**src/rtl/step_pulse_gen.sv**
```systemverilog
`default_nettype none
// ============================================================================
// Module   : step_pulse_gen
// Brief    : Debounced push-button front end producing press/release strobes,
//            a stretched single-step pulse and a wrapping press counter.
// Revision : 1.0 - initial release
// ============================================================================
module step_pulse_gen #(
    parameter int SAMPLE_DIV = 100000,
    parameter int DB_SAMPLES = 10,
    parameter int STEP_W     = 4
) (
    input  logic        clk,
    input  logic        rst,
    input  logic        btn_raw,
    output logic        btn_level,
    output logic        press,
    output logic        release_stb,   // "release" is a reserved word
    output logic        step_pulse,
    output logic [15:0] press_cnt
);

    localparam int               c_div_w    = (SAMPLE_DIV > 2) ? $clog2(SAMPLE_DIV) : 1;
    localparam logic [c_div_w-1:0] c_div_last = c_div_w'(SAMPLE_DIV - 1);
    localparam logic [7:0]       c_db_last  = 8'(DB_SAMPLES - 1);
    localparam logic [7:0]       c_step_w   = 8'(STEP_W);
    localparam bit               c_db_one   = (DB_SAMPLES == 1);

    typedef enum logic [1:0] {
        S_IDLE      = 2'd0,
        S_PRESS_CHK = 2'd1,
        S_HELD      = 2'd2,
        S_REL_CHK   = 2'd3
    } state_t;

    logic               r_sync1;
    logic               r_sync2;
    logic [c_div_w-1:0] r_div_cnt;
    state_t             r_state;
    logic [7:0]         r_scnt;
    logic               r_level;
    logic               r_press;
    logic               r_release;
    logic [15:0]        r_press_cnt;
    logic [7:0]         r_stretch;
    logic               r_step;

    logic               w_tick;
    logic               w_accept_press;
    logic               w_accept_release;

    always_ff @(posedge clk or posedge rst) begin
        if (rst) begin
            r_sync1 <= 1'b0;
            r_sync2 <= 1'b0;
        end else begin
            r_sync1 <= btn_raw;
            r_sync2 <= r_sync1;
        end
    end

    // Free-running sample prescaler; never resynchronised to button activity.
    assign w_tick = (r_div_cnt == c_div_last);

    always_ff @(posedge clk or posedge rst) begin
        if (rst) begin
            r_div_cnt <= '0;
        end else if (w_tick) begin
            r_div_cnt <= '0;
        end else begin
            r_div_cnt <= r_div_cnt + c_div_w'(1);
        end
    end

    // Accept fires on the sample that completes DB_SAMPLES equal readings.
    assign w_accept_press   = w_tick && r_sync2 &&
                              ((r_state == S_IDLE && c_db_one) ||
                               (r_state == S_PRESS_CHK && r_scnt >= c_db_last));
    assign w_accept_release = w_tick && !r_sync2 &&
                              ((r_state == S_HELD && c_db_one) ||
                               (r_state == S_REL_CHK && r_scnt >= c_db_last));

    always_ff @(posedge clk or posedge rst) begin
        if (rst) begin
            r_state     <= S_IDLE;
            r_scnt      <= 8'd0;
            r_level     <= 1'b0;
            r_press     <= 1'b0;
            r_release   <= 1'b0;
            r_press_cnt <= 16'd0;
        end else begin
            r_press   <= 1'b0;
            r_release <= 1'b0;
            if (w_accept_press) begin
                r_state     <= S_HELD;
                r_scnt      <= 8'd0;
                r_level     <= 1'b1;
                r_press     <= 1'b1;
                r_press_cnt <= r_press_cnt + 16'd1;
            end else if (w_accept_release) begin
                r_state   <= S_IDLE;
                r_scnt    <= 8'd0;
                r_level   <= 1'b0;
                r_release <= 1'b1;
            end else if (w_tick) begin
                case (r_state)
                    S_IDLE: begin
                        if (r_sync2) begin
                            r_state <= S_PRESS_CHK;
                            r_scnt  <= 8'd1;
                        end
                    end
                    S_PRESS_CHK: begin
                        if (!r_sync2) begin
                            r_state <= S_IDLE;
                            r_scnt  <= 8'd0;
                        end else begin
                            r_scnt <= r_scnt + 8'd1;
                        end
                    end
                    S_HELD: begin
                        if (!r_sync2) begin
                            r_state <= S_REL_CHK;
                            r_scnt  <= 8'd1;
                        end
                    end
                    S_REL_CHK: begin
                        if (r_sync2) begin
                            r_state <= S_HELD;
                            r_scnt  <= 8'd0;
                        end else begin
                            r_scnt <= r_scnt + 8'd1;
                        end
                    end
                    default: begin
                        r_state <= S_IDLE;
                        r_scnt  <= 8'd0;
                    end
                endcase
            end
        end
    end

    // r_stretch holds the clocks still to run; r_step is its registered "nonzero".
    always_ff @(posedge clk or posedge rst) begin
        if (rst) begin
            r_stretch <= 8'd0;
            r_step    <= 1'b0;
        end else if (w_accept_press) begin
            r_stretch <= c_step_w;
            r_step    <= 1'b1;
        end else if (r_stretch != 8'd0) begin
            r_stretch <= r_stretch - 8'd1;
            r_step    <= (r_stretch > 8'd1);
        end
    end

    assign btn_level   = r_level;
    assign press       = r_press;
    assign release_stb = r_release;
    assign step_pulse  = r_step;
    assign press_cnt   = r_press_cnt;

endmodule
`default_nettype wire

```
**config.mk**
```make
export PLATFORM = sky130hd
export DESIGN_NAME = step_pulse_gen
export DESIGN_NICKNAME = d
export VERILOG_FILES = /design/src/rtl/step_pulse_gen.sv
export SDC_FILE = /design/constraint.sdc
export NUM_CORES = 1
export LEC_CHECK = 0
export CAP_MARGIN = 15
export CORE_MARGIN = 2
export CORE_UTILIZATION = 52
export CTS_CLUSTER_DIAMETER = 30
export DETAILED_ROUTE_END_ITERATION = 8
export PLACE_DENSITY = 0.75
export REMOVE_ABC_BUFFERS = 1
export SYNTH_ARGS = -nofsm -noshare
export SYNTH_HDL_FRONTEND = slang
export SYNTH_SLANG_ARGS = --single-unit
```
**constraint.sdc**
```tcl
create_clock -name clk -period 1.8 [get_ports clk]
set_input_delay 0.18 -clock clk [delete_from_list [all_inputs] [get_ports clk]]
set_output_delay 0.18 -clock clk [all_outputs]
set_load 0.01 [all_outputs]
```
# Word level (Yosys, flattened, before mapping)
# Index checks and enable logic that the tools add are counted.
dict set report classes {
  addsub 4
  order_cmp 2
  eq_ne 8
  muxes 26
  reduce_logical 14
}
# op count
set ops {}
lappend ops {{two-way mux 8 bit} 9}
lappend ops {{one-hot mux 8 bit (4 select lines)} 1}
lappend ops {{adder 17 x 1 -> 17 bit, second input constant} 1}
lappend ops {{== test 17 bit, second input constant} 1}
lappend ops {{two-way mux 17 bit} 1}
lappend ops {{adder 16 x 1 -> 16 bit, second input constant} 1}
lappend ops {{inequality test 4 bit, second input constant} 4}
lappend ops {{two-way mux 2 bit} 7}
lappend ops {{adder 8 x 1 -> 8 bit, second input constant} 1}
lappend ops {{>= comparator 8 x 4 -> 1 bit, second input constant} 1}
lappend ops {{greater-than comparator 8 x 1 -> 1 bit, second input constant} 1}
lappend ops {{one-hot mux 2 bit (4 select lines)} 1}
lappend ops {{nonzero test 8 bit} 1}
lappend ops {{subtractor 8 x 1 -> 8 bit, second input constant} 1}
lappend ops {{two-way mux 1 bit} 7}
lappend ops {{logical AND 1 bit} 6}
lappend ops {{AND reduction 5 bit} 1}
lappend ops {{== test 2 bit, second input constant} 2}
lappend ops {{nonzero test 2 bit} 2}
lappend ops {{AND reduction 3 bit} 1}
lappend ops {{nonzero test 3 bit} 1}
lappend ops {{== test 2 x 1 -> 1 bit, second input constant} 1}
lappend ops {{logical NOT 2 bit} 1}
lappend ops {{logical NOT 1 bit} 1}
dict set report word_totals {
  regBits 57
  in_bits 3
  output_inout_bits 20
  word_cells 65
}

# Logic depth before layout (Yosys ltp)
dict set report logic_depth {
  depth_word 6
  depth_mapped 7
}

# Least setup slack after synthesis
# OpenSTA, ideal clock, no wires.
dict set report synth_timing {
  path_kind {register to register}
  from {register r_scnt[0]}
  to {register r_state[1]}
  arrival_ps 1801
  setup_slack_ps -126
  path_stages_with_launch 7
  path_buffers 0
  period_less_slack_ps 1926
  path_cell_list {dfrtp_1 > inv_1 > ha_1 > or3b_2 > a21oi_4 > or3_4 > mux2_4}
}
dict set report synth_via {
  elab_chain_cells 5
  word_cells_on_any_way 13
}
# item line
set synth_rtl {}
lappend synth_rtl {{start: declaration} 40} ;# logic [7:0] r_scnt;
lappend synth_rtl {{start signal: assignment} 118} ;# r_scnt <= r_scnt + 8'd1;
lappend synth_rtl {{start signal: assignment} 132} ;# r_scnt <= r_scnt + 8'd1;
lappend synth_rtl {{>= comparator 8 x 4 -> 1 bit *} {78, 81}}
lappend synth_rtl {{logical AND 1 bit (on tied branches)} {78, 81}}
lappend synth_rtl {{logical AND 1 bit (on tied branches)} {76, 79}}
lappend synth_rtl {{inequality test 4 bit (no source line) (tied with other cells)} n/a}
lappend synth_rtl {{AND reduction 5 bit (no source line) or two-way mux 2 bit (tied branches)} n/a}
lappend synth_rtl {{end signal: assignment} 85} ;# r_state <= S_IDLE;
lappend synth_rtl {{end signal: assignment} 95} ;# r_state <= S_HELD;
lappend synth_rtl {{end signal: assignment} 101} ;# r_state <= S_IDLE;
lappend synth_rtl {{end: declaration} 39} ;# state_t r_state;
# Mark *: on every way between the ends. The rest lies on a longest branch, timed or not.
# A chain may end at the register's enable or synchronous reset.

# Worst setup path after layout
# Ends and elaborated chain as after synthesis.

==> impl_results.md <==
* Largest family of logic cells by synthesized area: simple AND/OR/NAND/NOR gates
* Antenna cells at 0
* Drt initial violations at 131
* Cells after DPL at 378
* Xor-xnor portion of the synthesized cell area at 9.79%
* Most frequent cells in the layout: dfrtp_1 (54), buf_4 (39), nor2_1 (25)
* Post-synth EDFFs at 0
* Critical Path RT at ~2 ns
* Layout area overhead at 35.3%
* CTS max path bufs at 2
* H-tree Lvls at 3
* Routed Antenna Nets at 0
* Clk pin slew, worst setup/hold paths at 0.07 ns
* Post-Synth Adder-Cell Area at 3.16%
* Tot GR Track Use at between 20% and 30%
* Crit. End Element: register
* Fin. Hold Viols at 0
* Switching power share of the total at 20.1%
* CP Launch Type: register
* FFs w/ async S/R, synth at 100%
* Clk_lat worst skew at around 0.33 ns
* Filler cells at 371
* Initial antenna violation count at 0
* DR WL/cell at 15.2 microns
* Avg Inst Size Synth at around 11 sq um
* Post-Route WL at 6180 microns
* Non-Filler Instances at approximately 400
* PortBufs at 22
* RSZ-0062 raised after global routing: yes
* HPWL Detailed at 3690 microns
* Cells after synthesis at 258
* Most used DFF post-synth: dfrtp_1
* Mapped Area at 0.00277 sq mm
* Crit Path Class: register to register
* Max cap viols at 0
* Post-synthesis mux area share at 2.39%
* Crit path time final at around 1.9 ns
* Failing checks: setup timing
* Setup Skew at around 0.011 ns
* Vias at 2235
* Vias in the first global route at 2114
* WP data arrival at 2.14 ns
* NumNets Final at approximately 340
* Pwr Density at 715 mW/mm^2
* CTS tree: done
* Gr ovfl total at 0
* Die width at 77.0 microns
* Slew Limit Fails at 0
* Vias/cell at around 5.5
* FF-to-FF path depth at 6
* Finished Cell Area at 0.00375 sq mm
* Post-route setup slack at -0.118 ns
* Place WS at -0.153 ns
* Worst Hold Class: input port to async pin
* Leak at 1.68 nW
* GPL Wtd Cong at 0.839
* Simple logic cell fraction of the synthesized area at 24.1%
* Sequential share of the synthesized area at 51.4%
* Flop pwr share at 47.9%
* Core Footprint at 0.00514 sq mm
* Number of synthesized register bits at between 50 and 60
* DRC at 0
* Status: complete, but fails checks
* Num ports at 23
* Fin crit share at 107%
* Largest net degree at the start of global routing at 58
* Detailed Routing Iterations Pass 1 at 4
* First-pass GRT wire length at 9470 microns
* Clk pwr share at between 50% and 60%
* Distinct cell type count after synthesis at 46
* Total power at about 2.7 mW
* Row count at 26
* CTS root buf: clkbuf_8
* CP Max Fanout at 7
* Switching power at 540 uW
* Maximum vdd ir drop at 0.000414 V
* Clock Sinks at 57
* Slew @ Worst Pin at 0.454 ns
* Commonest non-fill, non-tap cell in the layout: dfrtp_1
* DIE HEIGHT at 77.0 microns
* Die ar. at a little under 0.006 sq mm
* Initial Util at 53.9%
* Internal Power at approximately 2.1 mW
* Synth warnings at 0
* Core Util, Final at between 70% and 80%
* Post-Place Cell Area at 0.00330 sq mm
* Slew HR at 69.6%
* Endpoints failing setup at 18
* Logic pwr share at 1.5%
* Compound-Gate Fraction of Synth Area at 6.54%
* Share of cells above drive strength 1 at 29.4%
* TritonCTS Buffers at 9
* Max Clock Freq at around 0.52 GHz
==> power by group through the flow <==
stage | registers, mW | clock network, mW | logic [mW]
5_1_grt | 1.28 | 1.46 | 0.0461
4_1_cts | 1.29 | 1.38 | 0.0403
3_3_place_gp | 1.31 | 0 | 0.0396
3_5_place_dp | 1.31 | 0 | 0.0398
2_1_floorplan | 1.31 | 0 | 0.0221
6_report | 1.29 | 1.36 | 0.0392
==> registers in the layout, indices dropped and copies added (netlist names), 2 cells and up <==
register	cells
r_div_cnt	17
press_cnt	16
r_scnt	8
r_stretch	8
r_state	2
==> metal layers <==
| metal | global-route usage (%) | part of all wire [%] | up-vias |
|---|---|---|---|
| met5 | 0 | 0 | - |
| met4 | 9.64 | 1.8 | 0 |
| met3 | 6.00 | 3.8 | 12 |
| met2 | 31.8 | 50 | 60 |
| met1 | 25.6 | 44 | 1093 |
| li1 | - | - | 1070 |
==> critical path, stage by stage, from the launching register on <==
cell     delay, ns
dfrtp_1       0.41
inv_2         0.10
ha_4          0.12
or3b_4        0.38
a21oi_4       0.30
or3_4         0.21
mux2_4        0.29
==> metrics by stage <==
step,TNS [ns],hold slack [ns]
finish,-0.848,0.211
detailed placement,-2.19,0.361
global placement,-0.746,0.364
global route,-2.84,0.254
floorplan,-1.51,0.211
CTS,-0.230,0.223
==> kinds of logic after synthesis <==
kind of cell,count (synthesis)
AO/OA/AOI/OAI,28
buffers and inverters,15
AND/OR/NAND/NOR,114
XOR/XNOR,31
multiplexers,6
flip-flops,57
adder cells (fa/ha/maj),7
==> cell type report <==
class	instances	area, sq um	area share [%]
Sequential cell	57	1430	38.1
Clock buffer	11	151	4.03
Clock inverter	5	77.6	2.07
Multi-Input combinational cell	188	1400	37.2
Inverter	11	41.3	1.10
Timing Repair Buffer	65	567	15.1
Tap cell	70	87.6	2.33
==> cell usage after synthesis, drive strengths merged, types with 4 or more instances <==
| cell | n | area (sq um) |
|---|---|---|
| dfrtp | 57 | 1430 |
| nor2 | 29 | 111 |
| xnor2 | 20 | 175 |
| nand2 | 16 | 60.1 |
| nand4 | 14 | 103 |
| nand3 | 12 | 60.1 |
| nor3 | 12 | 71.3 |
| a21oi | 11 | 66.3 |
| inv | 11 | 41.3 |
| xor2 | 11 | 96.3 |
| and3 | 7 | 45.1 |
| ha | 7 | 87.6 |
| o21ai | 6 | 30.0 |
| mux2i | 4 | 40.0 |
==> worst paths after layout <==
| path | to | start | slack [ns] |
|---|---|---|---|
| worst min-delay path | r_stretch[0]$_DFFE_PP0P_ | rst | 0.21 |
| max in group asynchronous | r_div_cnt[5]$_DFF_PP0_ | rst | 1.32 |
| worst max-delay path | r_state[1]$_DFFE_PP0P_ | r_scnt[0]$_DFFE_PP0P_ | -0.12 |
| min in group clk | r_sync1$_DFF_PP0_ | btn_raw | 0.29 |
| worst min register to register | r_sync2$_DFF_PP0_ | r_sync1$_DFF_PP0_ | 0.37 |
| worst max register to register | r_state[1]$_DFFE_PP0P_ | r_scnt[0]$_DFFE_PP0P_ | -0.12 |
==> what timing repair did <==
| item | CTS | global route |
|---|---|---|
| pin swaps | 3 | 8 |
| hold buffers | 0 | 0 |
| setup endpoints to repair | 33 | 32 |
| gates cloned | 0 | 2 |
| setup buffers | 1 | 10 |
| resized for setup | 10 | 26 |
(Power assumes the default switching activity.)
